### src/rtl/btn_conditioner_pkg.sv
// Shared definitions for the push-button conditioner: FSM state encoding
// and a helper that maps a state to the committed output level.
package btn_conditioner_pkg;

  typedef enum logic [1:0] {
    S_LOW      = 2'd0,
    S_RISE_CHK = 2'd1,
    S_HIGH     = 2'd2,
    S_FALL_CHK = 2'd3
  } state_t;

  // While a fall is being qualified the committed level is still high.
  function automatic logic level_of(input state_t s);
    return (s == S_HIGH) || (s == S_FALL_CHK);
  endfunction

endpackage

### src/rtl/btn_conditioner_sync.sv
// Plain flip-flop synchronizer for the asynchronous button input.
module sync_chain #(
  parameter int STAGES = 2
) (
  input  logic CLK,
  input  logic nRST,
  input  logic D,
  output logic Q
);

  logic [STAGES-1:0] stage_q;

  always_ff @(posedge CLK) begin
    if (!nRST) begin
      stage_q <= '0;
    end else begin
      stage_q <= {stage_q[STAGES-2:0], D};
    end
  end

  assign Q = stage_q[STAGES-1];

endmodule

### src/rtl/btn_conditioner.sv
// Debounces a bouncing push-button level and emits one-cycle pulses on each
// committed rising and falling change.
//
// state      | meaning
// S_LOW      | committed low, waiting for synchronized input to go high
// S_RISE_CHK | input high, counting agreeing samples before committing high
// S_HIGH     | committed high, waiting for synchronized input to go low
// S_FALL_CHK | input low, counting agreeing samples before committing low
module btn_conditioner
  import btn_conditioner_pkg::*;
#(
  parameter int SYNC_STAGES = 2,
  parameter int DB_CYCLES   = 4,
  parameter int CNT_W       = 8
) (
  input  logic CLK,
  input  logic nRST,
  input  logic RAW_IN,
  output logic DB_LEVEL,
  output logic RISE_PULSE,
  output logic FALL_PULSE
);

  localparam logic [CNT_W-1:0] CNT_ONE  = CNT_W'(1);
  localparam logic [CNT_W-1:0] CNT_LAST = CNT_W'(DB_CYCLES - 1);

  logic             x_s;
  state_t           state_q, state_d;
  logic [CNT_W-1:0] cnt_q, cnt_d;
  logic             db_q, db_d;
  logic             rise_q, rise_d;
  logic             fall_q, fall_d;

  sync_chain #(
    .STAGES(SYNC_STAGES)
  ) u_sync (
    .CLK (CLK),
    .nRST(nRST),
    .D   (RAW_IN),
    .Q   (x_s)
  );

  always_ff @(posedge CLK) begin
    if (!nRST) begin
      state_q <= S_LOW;
      cnt_q   <= '0;
      db_q    <= 1'b0;
      rise_q  <= 1'b0;
      fall_q  <= 1'b0;
    end else begin
      state_q <= state_d;
      cnt_q   <= cnt_d;
      db_q    <= db_d;
      rise_q  <= rise_d;
      fall_q  <= fall_d;
    end
  end

  // cnt counts agreeing samples already seen; commit happens on the sample
  // that finds cnt at DB_CYCLES-1, so it never wraps.
  always_comb begin
    state_d = state_q;
    cnt_d   = cnt_q;
    case (state_q)
      S_LOW: begin
        if (x_s) begin
          state_d = S_RISE_CHK;
          cnt_d   = CNT_ONE;
        end else begin
          cnt_d = '0;
        end
      end
      S_RISE_CHK: begin
        if (!x_s) begin
          state_d = S_LOW;
          cnt_d   = '0;
        end else if (cnt_q == CNT_LAST) begin
          state_d = S_HIGH;
          cnt_d   = '0;
        end else begin
          cnt_d = cnt_q + CNT_ONE;
        end
      end
      S_HIGH: begin
        if (!x_s) begin
          state_d = S_FALL_CHK;
          cnt_d   = CNT_ONE;
        end else begin
          cnt_d = '0;
        end
      end
      S_FALL_CHK: begin
        if (x_s) begin
          state_d = S_HIGH;
          cnt_d   = '0;
        end else if (cnt_q == CNT_LAST) begin
          state_d = S_LOW;
          cnt_d   = '0;
        end else begin
          cnt_d = cnt_q + CNT_ONE;
        end
      end
      default: begin
        state_d = S_LOW;
        cnt_d   = '0;
      end
    endcase
  end

  // Outputs are decoded from the next state so the registered copies line up
  // with the state register.
  always_comb begin
    db_d   = level_of(state_d);
    rise_d = (state_q == S_RISE_CHK) && (state_d == S_HIGH);
    fall_d = (state_q == S_FALL_CHK) && (state_d == S_LOW);
  end

  assign DB_LEVEL   = db_q;
  assign RISE_PULSE = rise_q;
  assign FALL_PULSE = fall_q;

endmodule

### config.mk
export PLATFORM = sky130hd
export DESIGN_NAME = btn_conditioner
export DESIGN_NICKNAME = d
export VERILOG_FILES = /design/src/rtl/btn_conditioner_pkg.sv /design/src/rtl/btn_conditioner_sync.sv /design/src/rtl/btn_conditioner.sv
export SDC_FILE = /design/constraint.sdc
export NUM_CORES = 1
export LEC_CHECK = 0
export CAP_MARGIN = 20
export CORE_AREA = 2 2 39 41
export CTS_CLUSTER_SIZE = 20
export DETAILED_ROUTE_END_ITERATION = 10
export DIE_AREA = 0 0 41 43
export PLACE_DENSITY = 0.62
export SETUP_SLACK_MARGIN = 0.5
export SYNTH_ARGS = -nofsm -noshare
export SYNTH_HDL_FRONTEND = slang
export SYNTH_SLANG_ARGS = --single-unit
### constraint.sdc
create_clock -name CLK -period 1.6 [get_ports CLK]
set_clock_uncertainty 0.15 [all_clocks]
set_input_delay 0.32 -clock CLK [delete_from_list [all_inputs] [get_ports CLK]]
set_output_delay 0.32 -clock CLK [all_outputs]
set_load 0.005 [all_outputs]
==> results of run 1 <==
[cell type report]
class	count	area, um2	share of cell area [%]
Timing Repair Buffer	19	153	17.1
Tap cell	16	20.0	2.24
Sequential cell	14	305	34.2
Multi-Input combinational cell	38	382	42.7
Clock buffer	3	22.5	2.52
Inverter	3	11.3	1.26
[repair_timing]
item                                    CTS  global route
setup buffers                             6             4
endpoints found under the setup margin   15            15
pin swaps                                 7             2
hold endpoints to repair                  0             0
resized for setup                        30             7
[per-stage QoR]
step           area [um2]  worst slack [ns]  TNS (ns)  std cells  utilization, %
4_1_cts               842             0.274         0         89            60.8
3_5_place_dp          701           -0.0237   -0.0409         80            50.6
2_1_floorplan         612             0.272         0         56               -
6_report              893             0.244         0         93            64.6
3_3_place_gp          701            0.0202         0         80            50.6
5_1_grt               893             0.188         0         93            64.6
[sequential cells by signal, indices dropped and copies added, names as in the netlist]
signal / flops
FALL_PULSE: 1
cnt_q: 8
u_sync.stage_q: 2
RISE_PULSE: 1
state_q: 2
[logic make-up (layout without fill, tap and decap cells)]
logic type               Yosys count  count (layout)  share of synthesized area (%)
AO/OA/AOI/OAI                     10              10                           11.0
XOR/XNOR                           4               4                           6.05
adder cells (fa/ha/maj)            1               1                           2.16
buffers and inverters              4              25                           3.89
flip-flops                        14              14                           48.4
AND/OR/NAND/NOR                   23              23                           28.5
[where the power goes]
part	internal [mW]	switching, mW	leakage [nW]
Combinational	0.0135	0.00741	0.175
Sequential	0.344	0.00581	0.120
Clock	0.0874	0.110	0.0138
[metal layers]
metal | vias to the layer above | global-route usage [%] | part of all wire [%] | routed length, um
li1 | 240 | - | - | -
met1 | 217 | 22.0 | 47 | 560
met2 | 6 | 23.1 | 49 | 590
met3 | 4 | 4.71 | 2.4 | 29
met4 | 0 | 10.0 | 1.9 | 23
met5 | - | 0 | 0 | 0
[cell usage in the layout (no fill, tap or decap), types with 3 or more instances in the layout]
cell,instances
dfxtp_2,5
nand2_1,4
buf_4,12
nand3_4,3
dfxtp_4,5
dfxtp_1,4
buf_6,3
clkbuf_4,3
inv_1,3
[worst paths after layout]
kind / startpoint / endpoint / cells after the start
hold / removal: u_sync.stage_q[0]$_SDFF_PN0_ / u_sync.stage_q[1]$_SDFF_PN0_ / 1
hold reg to reg: u_sync.stage_q[0]$_SDFF_PN0_ / u_sync.stage_q[1]$_SDFF_PN0_ / 1
setup reg to reg: cnt_q[0]$_SDFF_PN0_ / cnt_q[5]$_SDFF_PN0_ / 5
setup / recovery: cnt_q[0]$_SDFF_PN0_ / cnt_q[5]$_SDFF_PN0_ / 5
[worst register-to-register path, delay by kind of cell, from the launching register on]
kind | cells | cell delay [ns]
DFF | 1 | 0.37
and+or+nand+nor | 2 | 0.31
adders and majority gates | 1 | 0.16
AOI/OAI and AO/OA | 1 | 0.15
buffers and inverters | 1 | 0.13
==> metrics.md, run 1 <==
| Metric | Value |
|---|---|
| Final Critical Period | 1.36 ns |
| Final hold vios | 0 |
| Sequential fraction of the synthesis area | 48.4% |
| Status | finished, final reports clean |
| Grt total ovfl | 0 |
| Post-synth EDFFs | 0 |
| Global-route wire length before repair | 1.86 mm |
| Post-DRT Antenna Nets | 0 |
| CP Capture Type | flop |
| Final setup vio count | 0 |
| Initial antenna violation count | 0 |
| Max_cap viols | 0 |
| Root Buffer | clkbuf_4 |
| Cell variety after synth | 25 |
| Area delta synth->final | 54.2% |
| Critical path peak fanout | 5 |
| Reg2Reg Setup Slack | 0.24 ns |
| Maximum single-stage delay on the critical path | 0.37 ns |
| Critical Path AT | 1.40 ns |
| Largest net degree at the start of global routing | 8 |
| Top FF cell, synth | dfxtp_1 |
| Most instantiated library cell after synthesis | dfxtp_1 |
| Commonest cells post-synth | dfxtp_1, nand2_1 |
| Post-Synthesis Cells | 56 |
| Antenna cells | 0 |
| Synth top area share | 48.4% |
| Hold Buf Count CTS | 0 |
| # IOs | 6 |
| Pins Over Slew Limit | 0 |
| Fillers | 102 |
| Kind of critical path | flop to flop |
| Core ar. | 1380 um2 |
| CTS clk-pin slew, worst paths | 0.08 ns |
| Num rows | 14 |
| Pin slew with the least headroom to its limit | 0.282 ns |
| Post-Route WL | 1.20 mm |
| HP Class | flop to flop |
| Synth async-reset ratio | 0% |
| Clock Sinks | 14 |
| Final hold slack | 0.304 ns |
| Initial DRC count | 6 |
| Worst path cell trace | ha_4 -> nor3b_4 -> and2_4 -> buf_4 -> a211oi_2 |
| Synthesized cell area | 579 um2 |
| Die Width | 41 um |
| CP Buf/Inv Count | 1 |
| CTS tree | yes |
| CP max stage cell | dfxtp_4 |
| Crit path max-delay family | flip-flops |
| #FFs+latches synth | 14 |
| VDD IR max | 0.000436 V |
| WP data required | 1.64 ns |
| Routed wire length per instance | 12.9 um |
| CTS Buf Count | 3 |
| # port buffers | 5 |
| RSZ-0062 raised after global routing | yes |
| Die height | 43 um |
| Pleak | 0.309 nW |
| Synth Net Count | 60 |
| Vias in the first global route | 406 |
| Residual DRC | 0 |
| Max Buffers Root-to-Sink | 2 |
| DP HPWL | 710 um |
| Die footprint | 1760 um2 |
| Nets | 83 |
| Startpoint class of the critical path | flop |
| Final period utilization | 84.7% |
| Total power | 568 uW |
| Layout cells sized above 1 | 58.4% |
| Area contributors post-synth | dfxtp_1, xor2_1, nor4b_4 |
| Yosys warnings | 0 |
| GRT Resource Usage Total | 16.6% |
| Avg Vias per Cell | 5.02 |
| Clk_lat worst skew | 0.28 ns |
| Via count | 467 |
| Initial Util | 41.9% |
| Gpl congestion | 0.708 |
| Synth Area per Inst | 10.3 um2 |
| First drt pass iteration count | 3 |
| Fmax | 0.738 GHz |
| H-tree Lvls | 1 |
| Largest area contributor in the netlist | dfxtp_1 |
| Cell area power density | 636 nW/um2 |
| Worst slew margin | 81.0% |
Note: power is estimated with default switching activity, not from simulation.
==> run 2: changes to the inputs <==
--- a/config.mk
+++ b/config.mk
@@ -10,7 +10,7 @@
 export CTS_CLUSTER_SIZE = 20
 export DETAILED_ROUTE_END_ITERATION = 10
 export DIE_AREA = 0 0 41 43
-export PLACE_DENSITY = 0.62
+export PLACE_DENSITY = 0.6
 export SETUP_SLACK_MARGIN = 0.5
 export SYNTH_ARGS = -nofsm -noshare
 export SYNTH_HDL_FRONTEND = slang
==> constraint.sdc (replaced) <==
create_clock -name CLK -period 1.37 [get_ports CLK]
set_clock_uncertainty 0.15 [all_clocks]
set_input_delay 0.274 -clock CLK [delete_from_list [all_inputs] [get_ports CLK]]
set_output_delay 0.274 -clock CLK [all_outputs]
set_load 0.005 [all_outputs]
==> metrics.md, run 2 (synthesized netlist as in run 1, its figures left out) <==
| Metric | Value |
|---|---|
| Status | finished, final reports clean |
| Num rows | 14 (unchanged) |
| Die Width | 41 um (unchanged) |
| Gpl congestion | 0.687 (-3.0%) |
| Die height | 43 um (unchanged) |
| Layout cells sized above 1 | 60.0% (+1.6 points) |
| RSZ-0062 raised after global routing | yes |
| CTS tree | yes |
| Cell Int Power | 575 uW (+29%) |
| Final hold slack | 0.293 ns (-0.0114 ns) |
| HP Class | flop to flop |
| Clk pwr share | 41.3% (+6.6 points) |
| Seq pwr share | 55.7% (-5.9 points) |
| Via count | 468 (+0.21%) |
| WP data required | 1.43 ns (-0.21 ns) |
| Die footprint | 1760 um2 (unchanged) |
| Initial Util | 41.9% (unchanged) |
| Pin slew with the least headroom to its limit | 0.264 ns (-0.0172 ns) |
| Antenna cells | 0 (unchanged) |
| Vias in the first global route | 438 (+7.9%) |
| Routed wire length per instance | 12.0 um (-7.3%) |
| Final setup vio count | 0 (unchanged) |
| First drt pass iteration count | 2 (-1) |
| Startpoint class of the critical path | flop |
| WHS Path Cells | 1 (unchanged) |
| Maximum single-stage delay on the critical path | 0.37 ns (about the same) |
| Post-DP Area | 722 um2 (+3.0%) |
| Most frequent cells in the layout | buf_4, dfxtp_4, dfxtp_1 |
| Max Buffers Root-to-Sink | 2 (unchanged) |
| Reg2Reg Setup Slack | 0.04 ns (-0.21 ns) |
| Largest net degree at the start of global routing | 9 (+1) |
| Worst path cell trace | ha_4 -> nor3b_4 -> and2_4 -> buf_6 -> a211oi_2 |
| Residual DRC | 0 (unchanged) |
| Total power | 729 uW (+28%) |
| Global-route wire length before repair | 1.90 mm (+2.6%) |
| CP startpoint | cnt_q[1]$_SDFF_PN0_ |
| Cell area power density | 821 nW/um2 (+29%) |
| DP HPWL | 709 um (-0.15%) |
| Post-DRT Antenna Nets | 0 (unchanged) |
| Nets | 80 (-3.6%) |
| Grt total ovfl | 0 (unchanged) |
| Max_cap viols | 0 (unchanged) |
| Kind of critical path | flop to flop |
| CP max stage cell | dfxtp_4 |
| Sw Share | 21.2% (-0.52 points) |
| Root Buffer | clkbuf_4 |
| Hold endpoint | u_sync.stage_q[1]$_SDFF_PN0_ |
| Hold path start | u_sync.stage_q[0]$_SDFF_PN0_ |
| Initial antenna violation count | 0 (unchanged) |
| Fillers | 113 (+11%) |
| Critical Path AT | 1.39 ns (about the same) |
| Final period utilization | 97.2% (+12 points) |
| Clock Sinks | 14 (unchanged) |
| Biggest regs | cnt_q: 8 flops, state_q: 2 flops, u_sync.stage_q: 2 flops |
| CTS Buf Count | 3 (unchanged) |
| Core ar. | 1380 um2 (unchanged) |
| Comb power frac | 3.0% (-0.7 points) |
| # port buffers | 5 (unchanged) |
| R2R cell count | 5 (unchanged) |
| Critical path peak fanout | 6 (+1) |
| Post-Route WL | 1.09 mm (-9.3%) |
| GRT Resource Usage Total | 16.4% (-0.27 points) |
| RR Endpoint | cnt_q[5]$_SDFF_PN0_ |
| CTS clk-pin slew, worst paths | 0.09 ns (about the same) |
| Max reg flops | 8 (unchanged) |
| Pleak | 0.303 nW (-1.7%) |
| # IOs | 6 (unchanged) |
| Initial DRC count | 1 (-5) |
| Avg Vias per Cell | 5.14 (+2.4%) |
| Reg2reg start | cnt_q[1]$_SDFF_PN0_ |
| Pins Over Slew Limit | 0 (unchanged) |
| CP Capture Type | flop |
| Area delta synth->final | 53.3% |
| Post-Layout Inst Area | 888 um2 (-0.56%) |
| Fmax | 0.751 GHz (+1.8%) |
| Commonest non-fill, non-tap cell in the layout | buf_4 |
| Final Critical Period | 1.33 ns (-0.0246 ns) |
| Top reg by flops | cnt_q |
| H-tree Lvls | 1 (unchanged) |
| Hold Buf Count CTS | 0 (unchanged) |
| VDD IR max | 0.000662 V (+52%) |
| Switching Power | 154 uW (+25%) |
| Core Util, Final | 64.2% (-0.36 points) |
| Clk_lat worst skew | 0.28 ns (about the same) |
| Worst slew margin | 82.3% (+1.3 points) |
| Final hold vios | 0 (unchanged) |
[run 2: final cells by class]
class / count / area (um2) / area share [%]
clock buffer: 4 / 36.3 / 4.08
timing repair buffer: 16 / 128 / 14.4
tap: 16 / 20.0 / 2.25
inverter: 3 / 11.3 / 1.27
sequential: 14 / 307 / 34.5
multi-input combinational: 38 / 387 / 43.5
[run 2: timing repair]
item	in CTS	in global routing
endpoints found under the setup margin	17	15
pin swaps	12	1
gates resized for setup	33	3
buffers inserted	3	2
[run 2: through the flow]
step	worst slack (ns)	instances	TNS (ns)
4_1_cts	0.0344	89	0
6_report	0.0387	91	0
5_1_grt	-0.0276	91	-0.105
2_1_floorplan	0.0415	56	0
3_5_place_dp	-0.147	82	-0.649
3_3_place_gp	-0.0884	82	-0.461
[run 2: power groups by stage]
| stage | logic, mW | clock network [mW] | registers, mW |
|---|---|---|---|
| after floorplan | 0.00586 | 0 | 0.424 |
| after global placement | 0.0160 | 0 | 0.425 |
| after detailed placement | 0.0163 | 0 | 0.425 |
| after CTS | 0.0202 | 0.305 | 0.408 |
| after global routing | 0.0246 | 0.321 | 0.407 |
| final | 0.0222 | 0.301 | 0.406 |
[run 2: how the worst max path moves through the flow]
stage,slack (ns),cells past startpoint,to
finish,0.04,5,cnt_q[5]$_SDFF_PN0_
global route,-0.03,5,cnt_q[5]$_SDFF_PN0_
CTS,0.03,5,cnt_q[6]$_SDFF_PN0_
detailed placement,-0.15,3,cnt_q[6]$_SDFF_PN0_
global placement,-0.09,3,cnt_q[6]$_SDFF_PN0_
floorplan,0.04,5,FALL_PULSE$_SDFF_PN0_
[run 2: metal layers]
metal / vias to the layer above / GRT usage (%) / wire [um]
met2: 4 / 23.8 / 541
met4: 0 / 10.0 / 20
li1: 240 / - / -
met1: 222 / 20.4 / 502
met5: - / 0 / 0
met3: 2 / 4.71 / 27
[run 2: worst max-delay path: cells and delay by family, from the launching register on]
family	cells	cell delay [ns]
compound gates	1	0.13
buf+inv	1	0.13
fa+ha+maj	1	0.16
simple gates	2	0.30
flops	1	0.37
==> run 3: changes to the inputs <==
--- a/config.mk
+++ b/config.mk
@@ -5,8 +5,9 @@
 export SDC_FILE = /design/constraint.sdc
 export NUM_CORES = 1
 export LEC_CHECK = 0
-export CAP_MARGIN = 20
+export CAP_MARGIN = 10
 export CORE_AREA = 2 2 39 41
+export CTS_CLUSTER_DIAMETER = 60
 export CTS_CLUSTER_SIZE = 20
 export DETAILED_ROUTE_END_ITERATION = 10
 export DIE_AREA = 0 0 41 43
==> results of run 3 <==
Same layout as run 2: the final DEF is identical, and so are final timing and power.
